File: config.mk
export PLATFORM = sky130hd
export DESIGN_NAME = bus_arbiter
export DESIGN_NICKNAME = d
export VERILOG_FILES = /design/src/rtl/bus_arb_pkg.sv /design/src/rtl/bus_arb_perf.sv /design/src/rtl/bus_arbiter.sv
export SDC_FILE = /design/constraint.sdc
export NUM_CORES = 1
export LEC_CHECK = 0
export CORE_MARGIN = 5
export CORE_UTILIZATION = 36
export CTS_BUF_LIST = sky130_fd_sc_hd__clkbuf_8
export DETAILED_ROUTE_END_ITERATION = 12
export PLACE_DENSITY = 0.72
export SLEW_MARGIN = 40
export SYNTH_ARGS = -nofsm -noshare
export SYNTH_HDL_FRONTEND = slang
export SYNTH_SLANG_ARGS = --single-unit
File: constraint.sdc
create_clock -name clk -period 2.9 [get_ports clk]
set_input_delay 0.725 -clock clk [delete_from_list [all_inputs] [get_ports clk]]
set_output_delay 0.725 -clock clk [all_outputs]
set_load 0.005 [all_outputs]
File: src/rtl/bus_arb_pkg.sv
// bus_arb_pkg: shared encodings and limits for the IF/MEM memory bus arbiter
//   arbStateT : arbiter FSM state (IDLE/FETCH/DATA)
//   grantT    : requester identity used for grant and round-robin history
//   pickGrant : round-robin choice between the eligible requesters
package bus_arb_pkg;

  typedef enum logic [1:0] {
    IDLE  = 2'd0,
    FETCH = 2'd1,
    DATA  = 2'd2
  } arbStateT;

  typedef enum logic {
    GNT_FETCH = 1'b0,
    GNT_DATA  = 1'b1
  } grantT;

  localparam int MEM_LAT_MIN = 1;
  localparam int MEM_LAT_MAX = 15;
  localparam int CNT_W       = 4;
  localparam int PERF_W      = 32;

  // A lone eligible requester wins outright; on a tie the one not served last wins.
  function automatic grantT pickGrant(input logic ifElig, input logic dElig, input grantT lastGrant);
    return (ifElig & dElig) ? ((lastGrant == GNT_FETCH) ? GNT_DATA : GNT_FETCH)
         : dElig ? GNT_DATA : GNT_FETCH;
  endfunction

endpackage

File: src/rtl/bus_arb_perf.sv
// bus_arb_perf: free-running stall and grant event counters for the bus arbiter
//   clk, rst(async, active-low)
//   stall, ifGrant, dGrant : one-cycle event strobes from the arbiter
//   perfStall, perfIfGrant, perfDGrant : wrapping event counts
module bus_arb_perf
  import bus_arb_pkg::*;
(
  input  logic              clk,
  input  logic              rst,
  input  logic              stall,
  input  logic              ifGrant,
  input  logic              dGrant,
  output logic [PERF_W-1:0] perfStall,
  output logic [PERF_W-1:0] perfIfGrant,
  output logic [PERF_W-1:0] perfDGrant
);

  always_ff @(posedge clk or negedge rst) begin
    if (!rst) begin
      perfStall   <= '0;
      perfIfGrant <= '0;
      perfDGrant  <= '0;
    end else begin
      perfStall   <= perfStall + PERF_W'(stall);
      perfIfGrant <= perfIfGrant + PERF_W'(ifGrant);
      perfDGrant  <= perfDGrant + PERF_W'(dGrant);
    end
  end

endmodule

File: src/rtl/bus_arbiter.sv
// bus_arbiter: shares one single-ported memory bus between instruction fetch and load/store
//   clk, rst(async, active-low)
//   ifReq/ifAddr -> ifRdata/ifAck        : fetch requester
//   dReq/dWr/dAddr/dWdata -> dRdata/dAck : load/store requester
//   excpt : flush; drops the ack of an in-flight fetch
//   stall : high while any request is still unacknowledged
//   busCe/busWr/busAddr/busWdata, busRdata : external RAM port, MEM_LAT cycles per access
//   Optional macro BUS_ARB_PERF_EN adds perfStall/perfIfGrant/perfDGrant counters.
module bus_arbiter
  import bus_arb_pkg::*;
#(
  parameter int MEM_LAT = 2,
  parameter int ADDR_W  = 32,
  parameter int DATA_W  = 32
) (
  input  logic              clk,
  input  logic              rst,
  input  logic              ifReq,
  input  logic [ADDR_W-1:0] ifAddr,
  output logic [DATA_W-1:0] ifRdata,
  output logic              ifAck,
  input  logic              dReq,
  input  logic              dWr,
  input  logic [ADDR_W-1:0] dAddr,
  input  logic [DATA_W-1:0] dWdata,
  output logic [DATA_W-1:0] dRdata,
  output logic              dAck,
  input  logic              excpt,
  output logic              stall,
  output logic              busCe,
  output logic              busWr,
  output logic [ADDR_W-1:0] busAddr,
  output logic [DATA_W-1:0] busWdata,
  input  logic [DATA_W-1:0] busRdata
`ifdef BUS_ARB_PERF_EN
  ,
  output logic [PERF_W-1:0] perfStall,
  output logic [PERF_W-1:0] perfIfGrant,
  output logic [PERF_W-1:0] perfDGrant
`endif
);

  if (MEM_LAT < MEM_LAT_MIN || MEM_LAT > MEM_LAT_MAX) begin : gLatRange
    $error("bus_arbiter: MEM_LAT out of range 1..15");
  end

  localparam logic [CNT_W-1:0] CNT_LOAD = CNT_W'(MEM_LAT - 1);

  arbStateT          state, stateNext;
  grantT             lastGrant, grantSel;
  logic [CNT_W-1:0]  cnt;
  logic              dropFetch;
  logic              ifElig, dElig, grantValid, lastCycle;
  logic              ifAckNext, dAckNext, loadDone, busWrNext;
  logic [ADDR_W-1:0] busAddrNext;
  logic [DATA_W-1:0] busWdataNext;

  // A requester whose ack is showing this cycle is finished; its still-high
  // request line belongs to the completed access, not a new one.
  assign ifElig     = ifReq & ~ifAck;
  assign dElig      = dReq & ~dAck;
  assign stall      = ifElig | dElig;
  assign grantValid = (state == IDLE) & (ifElig | dElig);
  assign grantSel   = pickGrant(ifElig, dElig, lastGrant);
  assign lastCycle  = (state != IDLE) & (cnt == '0);

  always_ff @(posedge clk or negedge rst) begin
    if (!rst) state <= IDLE;
    else      state <= stateNext;
  end

  always_comb begin
    stateNext = grantValid ? ((grantSel == GNT_DATA) ? DATA : FETCH)
              : lastCycle  ? IDLE : state;
  end

  // Next values of the registered outputs; the bus fields load on grant,
  // hold through the access and clear once the final data beat is taken.
  always_comb begin
    ifAckNext    = lastCycle & (state == FETCH) & ~dropFetch & ~excpt;
    dAckNext     = lastCycle & (state == DATA);
    loadDone     = dAckNext & ~busWr;
    busAddrNext  = grantValid ? ((grantSel == GNT_DATA) ? dAddr : ifAddr)
                 : lastCycle  ? '0 : busAddr;
    busWrNext    = grantValid ? ((grantSel == GNT_DATA) & dWr)
                 : lastCycle  ? 1'b0 : busWr;
    busWdataNext = (grantValid & (grantSel == GNT_DATA)) ? dWdata
                 : (grantValid | lastCycle) ? '0 : busWdata;
  end

  always_ff @(posedge clk or negedge rst) begin
    if (!rst) begin
      cnt       <= '0;
      lastGrant <= GNT_FETCH;
      dropFetch <= 1'b0;
      busCe     <= 1'b0;
      busWr     <= 1'b0;
      busAddr   <= '0;
      busWdata  <= '0;
      ifAck     <= 1'b0;
      dAck      <= 1'b0;
      ifRdata   <= '0;
      dRdata    <= '0;
    end else begin
      cnt       <= grantValid ? CNT_LOAD : (state != IDLE && cnt != '0) ? cnt - 1'b1 : cnt;
      lastGrant <= grantValid ? grantSel : lastGrant;
      dropFetch <= lastCycle ? 1'b0 : (dropFetch | ((state == FETCH) & excpt));
      busCe     <= (stateNext != IDLE);
      busWr     <= busWrNext;
      busAddr   <= busAddrNext;
      busWdata  <= busWdataNext;
      ifAck     <= ifAckNext;
      dAck      <= dAckNext;
      ifRdata   <= ifAckNext ? busRdata : ifRdata;
      dRdata    <= loadDone ? busRdata : dRdata;
    end
  end

`ifdef BUS_ARB_PERF_EN
  bus_arb_perf uPerf (
    .clk        (clk),
    .rst        (rst),
    .stall      (stall),
    .ifGrant    (grantValid & (grantSel == GNT_FETCH)),
    .dGrant     (grantValid & (grantSel == GNT_DATA)),
    .perfStall  (perfStall),
    .perfIfGrant(perfIfGrant),
    .perfDGrant (perfDGrant)
  );
`endif

endmodule
## Word-level counts from Yosys, hierarchy flattened

Cells that the tools add are included.

- Word-level logic and storage cells: 61
- Input port bits: 134
- Flip-flop bits (word level): 140
- Output and inout port bits: 133

- Add/subtract/negate cells: 1
- Eq/ne operators: 2
- Bitwise logic cells: 21
- Reduce and logical (&&, ||, !) cells: 9
- Muxes and demuxes: 16

Operators by type and width:

| cell | count |
|---|---|
| $mux 32 | 5 |
| $and 1x1->1 | 13 |
| $reduce_bool 2->1 | 5 |
| $mux 4 | 2 |
| $mux 1 | 6 |
| $mux 2 | 3 |
| $not 1->1 | 5 |
| $logic_not 4->1 | 1 |
| $reduce_bool 4->1 | 1 |
| $sub 4x1->4 const B | 1 |
| $or 1x1->1 | 3 |
| $eq 2x1->1 const B | 1 |
| $eq 2x2->1 const B | 1 |
| $logic_not 2->1 | 1 |
| $logic_and 1x1->1 | 1 |

## Logic depth before layout (Yosys ltp)

- Depth in word-level cells: 7
- Depth in mapped cells: 9
- Mapped depth without buffers: 6

## Worst setup path before layout

Ideal clock, no wire load.

- Path type: register to register
- Start point: register cnt[0]
- End point: register dRdata[10]
- Slack: 0.768 ns
- Stages on the path, launching flop included: 9
- Clock period less this slack: 2.132 ns
- Arrival: 2.007 ns
- Cell sequence: dfrtp_1 > inv_1 > ha_1 > or3b_1 > buf_6 > or3_4 > buf_6 > buf_12 > mux2_4

- Cells in the longest elaborated chain, start to end: 4

RTL lines:

| element | RTL line | RTL |
|---|---|---|
| start, declared | bus_arbiter.sv:51 | `logic [CNT_W-1:0] cnt;` |
| start signal, assigned | bus_arbiter.sv:105 | `cnt <= grantValid ? CNT_LOAD : (state != IDLE && cnt != '0) ? cnt - 1'b1 : cnt;` |
| $logic_not 4->1 | bus_arbiter.sv:65 | `assign lastCycle = (state != IDLE) & (cnt == '0);` |
| $and 1x1->1 | bus_arbiter.sv:65 |  |
| $and 1x1->1 | bus_arbiter.sv:81 | `dAckNext = lastCycle & (state == DATA);` |
| $and 1x1->1 | bus_arbiter.sv:82 | `loadDone = dAckNext & ~busWr;` |
| end signal, assigned | bus_arbiter.sv:115 | `dRdata <= loadDone ? busRdata : dRdata;` |
| end, declared | bus_arbiter.sv:26 | `output logic [DATA_W-1:0] dRdata,` |

Every way passes these cells.
A chain may end at the register's enable or synchronous reset.

## Worst setup path after layout

- Start point: input ifReq
- End point: output stall

- Cells in the longest elaborated chain, start to end: 2

RTL lines:

| element | RTL line | RTL |
|---|---|---|
| start, declared | bus_arbiter.sv:18 | `input logic ifReq,` |
| $and 1x1->1 | bus_arbiter.sv:60 | `assign ifElig = ifReq & ~ifAck;` |
| $or 1x1->1 | bus_arbiter.sv:62 | `assign stall = ifElig \| dElig;` |
| end, declared | bus_arbiter.sv:29 | `output logic stall,` |

Every way passes these cells.

==> qor.txt <==
# rows - 45
Lkg Pwr - 4.14 nW
Routed Wire Length - 15500 um
Final WS setup - 122 ps
Synth Net Count - 509
Kind of critical path - primary input to primary output
Fraction of registers with async set/reset - 100%
Reg-to-Reg End - dRdata[9]
Detailed Place HPWL - 11600 um
Synthesized instance count - 374
Worst relative slew slack - 57.5%
GP Congestion - 0.758
PwrDens - 939 mW/mm2
Crit. End Element - primary output
Worst slew pin tran - 637 ps
# clock sinks - 140
Ratio of cells with drive above 1 in the final layout - 17.4%
Worst Hold Class - primary input to async pin
Starting Density - 37.0%
DR vias - 4126
Die Ht - 135 um
CP arrival - 2050 ps
Worst setup path start - ifReq
Post-synthesis cell type count - 33
Period utilisation layout - 95.8%
R2r worst-path depth - 5
Area of the mapped netlist - 0.00566 mm2
Synth warn - 0
R2R setup slack - 540 ps
Clk pin slew, worst setup/hold paths - 80 ps
Largest net degree at the start of global routing - 56
Place WS - 98.6 ps
Drt first-iter violations - 187
WP depth - 5
Final clock skew - 7.51 ps
Final setup violation count - 0
Delay-heaviest family, CP - buffers and inverters
#FFs+latches synth - 140
Max-cap viol count - 0
Fmax - 360 MHz
Peak supply drop - 0.000380 V
Syn Area/Cell - 15.1 um2
CP required - 2170 ps
Number of cells after detailed placement - 837
# diodes - 0
Initial antenna violation count - 1
Pwr Total - 8.48 mW
Final non-filler cell total - 868
TNS Setup - 0 ps
CTS tree - yes
Fillers - 1265
Port bufs - 266
# nets final - 780
Hold Fails Final Rpt - 0
Post-route ant nets - 0
Crit path cell chain - clkdlybuf4s50_1 -> nand2b_1 -> buf_4 -> nand2_1 -> clkdlybuf4s50_1
DIE WIDTH - 135 um
CP dominant cell by count - clkdlybuf4s50_1
Area growth syn-to-layout - 59.5%
Clock latency on the worst-skew pair - 430 ps
Vias in the first global route - 4609
CTS H-tree depth - 4
Setup Buffers After CTS - 0
Outcome - finished clean
Number of remaining DRC errors - 0
Total I/O pin count - 267
TritonCTS Buffers - 17
Post-CTS Hold Fix Bufs - 0
Clk buf depth - 2
Drt via density - 4.75
Slowest cell delay on critical path - 530 ps
Crit-path max FO - 3
CP max-delay cell - clkdlybuf4s50_1
Resized Gates After CTS - 0
Grt total ovfl - 0
Core Box Area - 0.0153 mm2
GRT Total Usage - 16.9%
Max-slew violations - 0
Buf+Inv Stages, Crit Path - 3
RSZ-0062 raised after global routing - no
Root buf cell - clkbuf_8
Critical path startpoint category - primary input
Die area - 0.0183 mm2
Pre-antenna DRT Iters - 4
Post-DR wirelength/cell - 17.9 um
First-pass GRT wire length - 24400 um
Setup crit end - stall
Synth Flop Type - dfrtp_1
Sequential area share after synthesis - 61.9%
Post-synth EDFFs - 0
Minimum clock period - 2780 ps
Worst R2R Start - cnt[0]
## power breakdown
| part | total (mW) | internal [mW] | switching (mW) |
|---|---|---|---|
| logic | 3.55 | 2.29 | 1.26 |
| clock network | 1.77 | 1.06 | 0.702 |
| registers | 3.17 | 2.71 | 0.457 |
## worst reg2reg max path, delay by kind of cell (launching register included)
family	cells	cell delay, ps
simple gates	2	1160
fa+ha+maj	1	190
flops	1	410
buf+inv	1	70
mux	1	410
## cells in the mapped netlist, types with 2 or more instances
master     instances  area share, %
mux2_2            34            6.8
o2bb2ai_1         32            4.9
o21ai_0            3           0.26
buf_2              7           0.62
dfrtp_1          140             62
nand2_1            9           0.60
mux2i_1           33            5.8
mux2_4            30            8.0
buf_6              2           0.40
inv_1              4           0.26
nand3_1            2           0.18
a21o_1             3           0.40
a22o_1            33            5.1
clkbuf_1          11           0.73
buf_12             3            1.1
buf_1              4           0.26
nand2b_1           2           0.22
nor2_1             7           0.46
## routing by layer
metal,global-route usage (%),part of all wire (%)
met4,5.77,2.0
met5,0,0.084
met1,20.0,40
met2,28.3,50
met3,6.39,8.0
## metrics by stage
step | hold slack, ps | cell area (um2) | util [%]
2_1_floorplan | 429 | 5660 | -
3_3_place_gp | 463 | 8550 | 55.8
3_5_place_dp | 473 | 8580 | 56.0
4_1_cts | 136 | 9030 | 59.0
5_1_grt | 149 | 9030 | 59.0
6_report | 169 | 9030 | 59.0
## state kept, by name, summed over array words and instances (netlist names), 2 cells and up
| name | count |
|---|---|
| busAddr | 32 |
| busWdata | 32 |
| dRdata | 32 |
| ifRdata | 32 |
| cnt | 4 |
| state | 2 |
## worst min-delay path by stage
stage                start           to  cells past startpoint
2_1_floorplan          rst   busAddr[0]                      0
3_3_place_gp     lastGrant    lastGrant                      1
3_5_place_dp   busAddr[14]  busAddr[14]                      1
4_1_cts                rst   ifRdata[1]                      1
5_1_grt                rst   ifRdata[1]                      1
6_report               rst   ifRdata[1]                      1
## area by class of cell
| type | instances | area (um2) | share of cell area (%) |
|---|---|---|---|
| multi-input combinational | 203 | 1990 | 22.1 |
| clock inverter | 8 | 139 | 1.54 |
| sequential | 140 | 3500 | 38.8 |
| timing repair buffer | 279 | 2800 | 31.0 |
| inverter | 4 | 15.0 | 0.166 |
| tap | 211 | 264 | 2.92 |
| clock buffer | 23 | 317 | 3.50 |
## cell usage in the layout, fill, tap and decap left out, types with 2 or more instances in the layout
master           Yosys  layout
a21o_1               3       3
inv_1                4       7
o21ai_0              3       3
buf_4                0       9
o2bb2ai_1           32      32
nor2_1               7       5
clkbuf_8             0      23
clkdlybuf4s50_1      0     265
buf_12               3       2
dfrtp_1            140     140
nand2_1              9       9
nand2b_1             2       2
bufinv_16            0       4
buf_8                0       2
mux2_2              34      34
mux2i_1             33      33
mux2_4              30      30
nand3_1              2       2
a22o_1              33      33
## kinds of logic after synthesis
| group | synth area share (%) |
|---|---|
| xor gates and xnor gates | 0.155 |
| and+or+nand+nor | 2.56 |
| buffers and inverters | 3.34 |
| adders and majority gates | 0.221 |
| AOI/OAI and AO/OA | 11.3 |
| DFF | 61.9 |
| muxes | 20.5 |
Power figures use the tool's default switching activity.
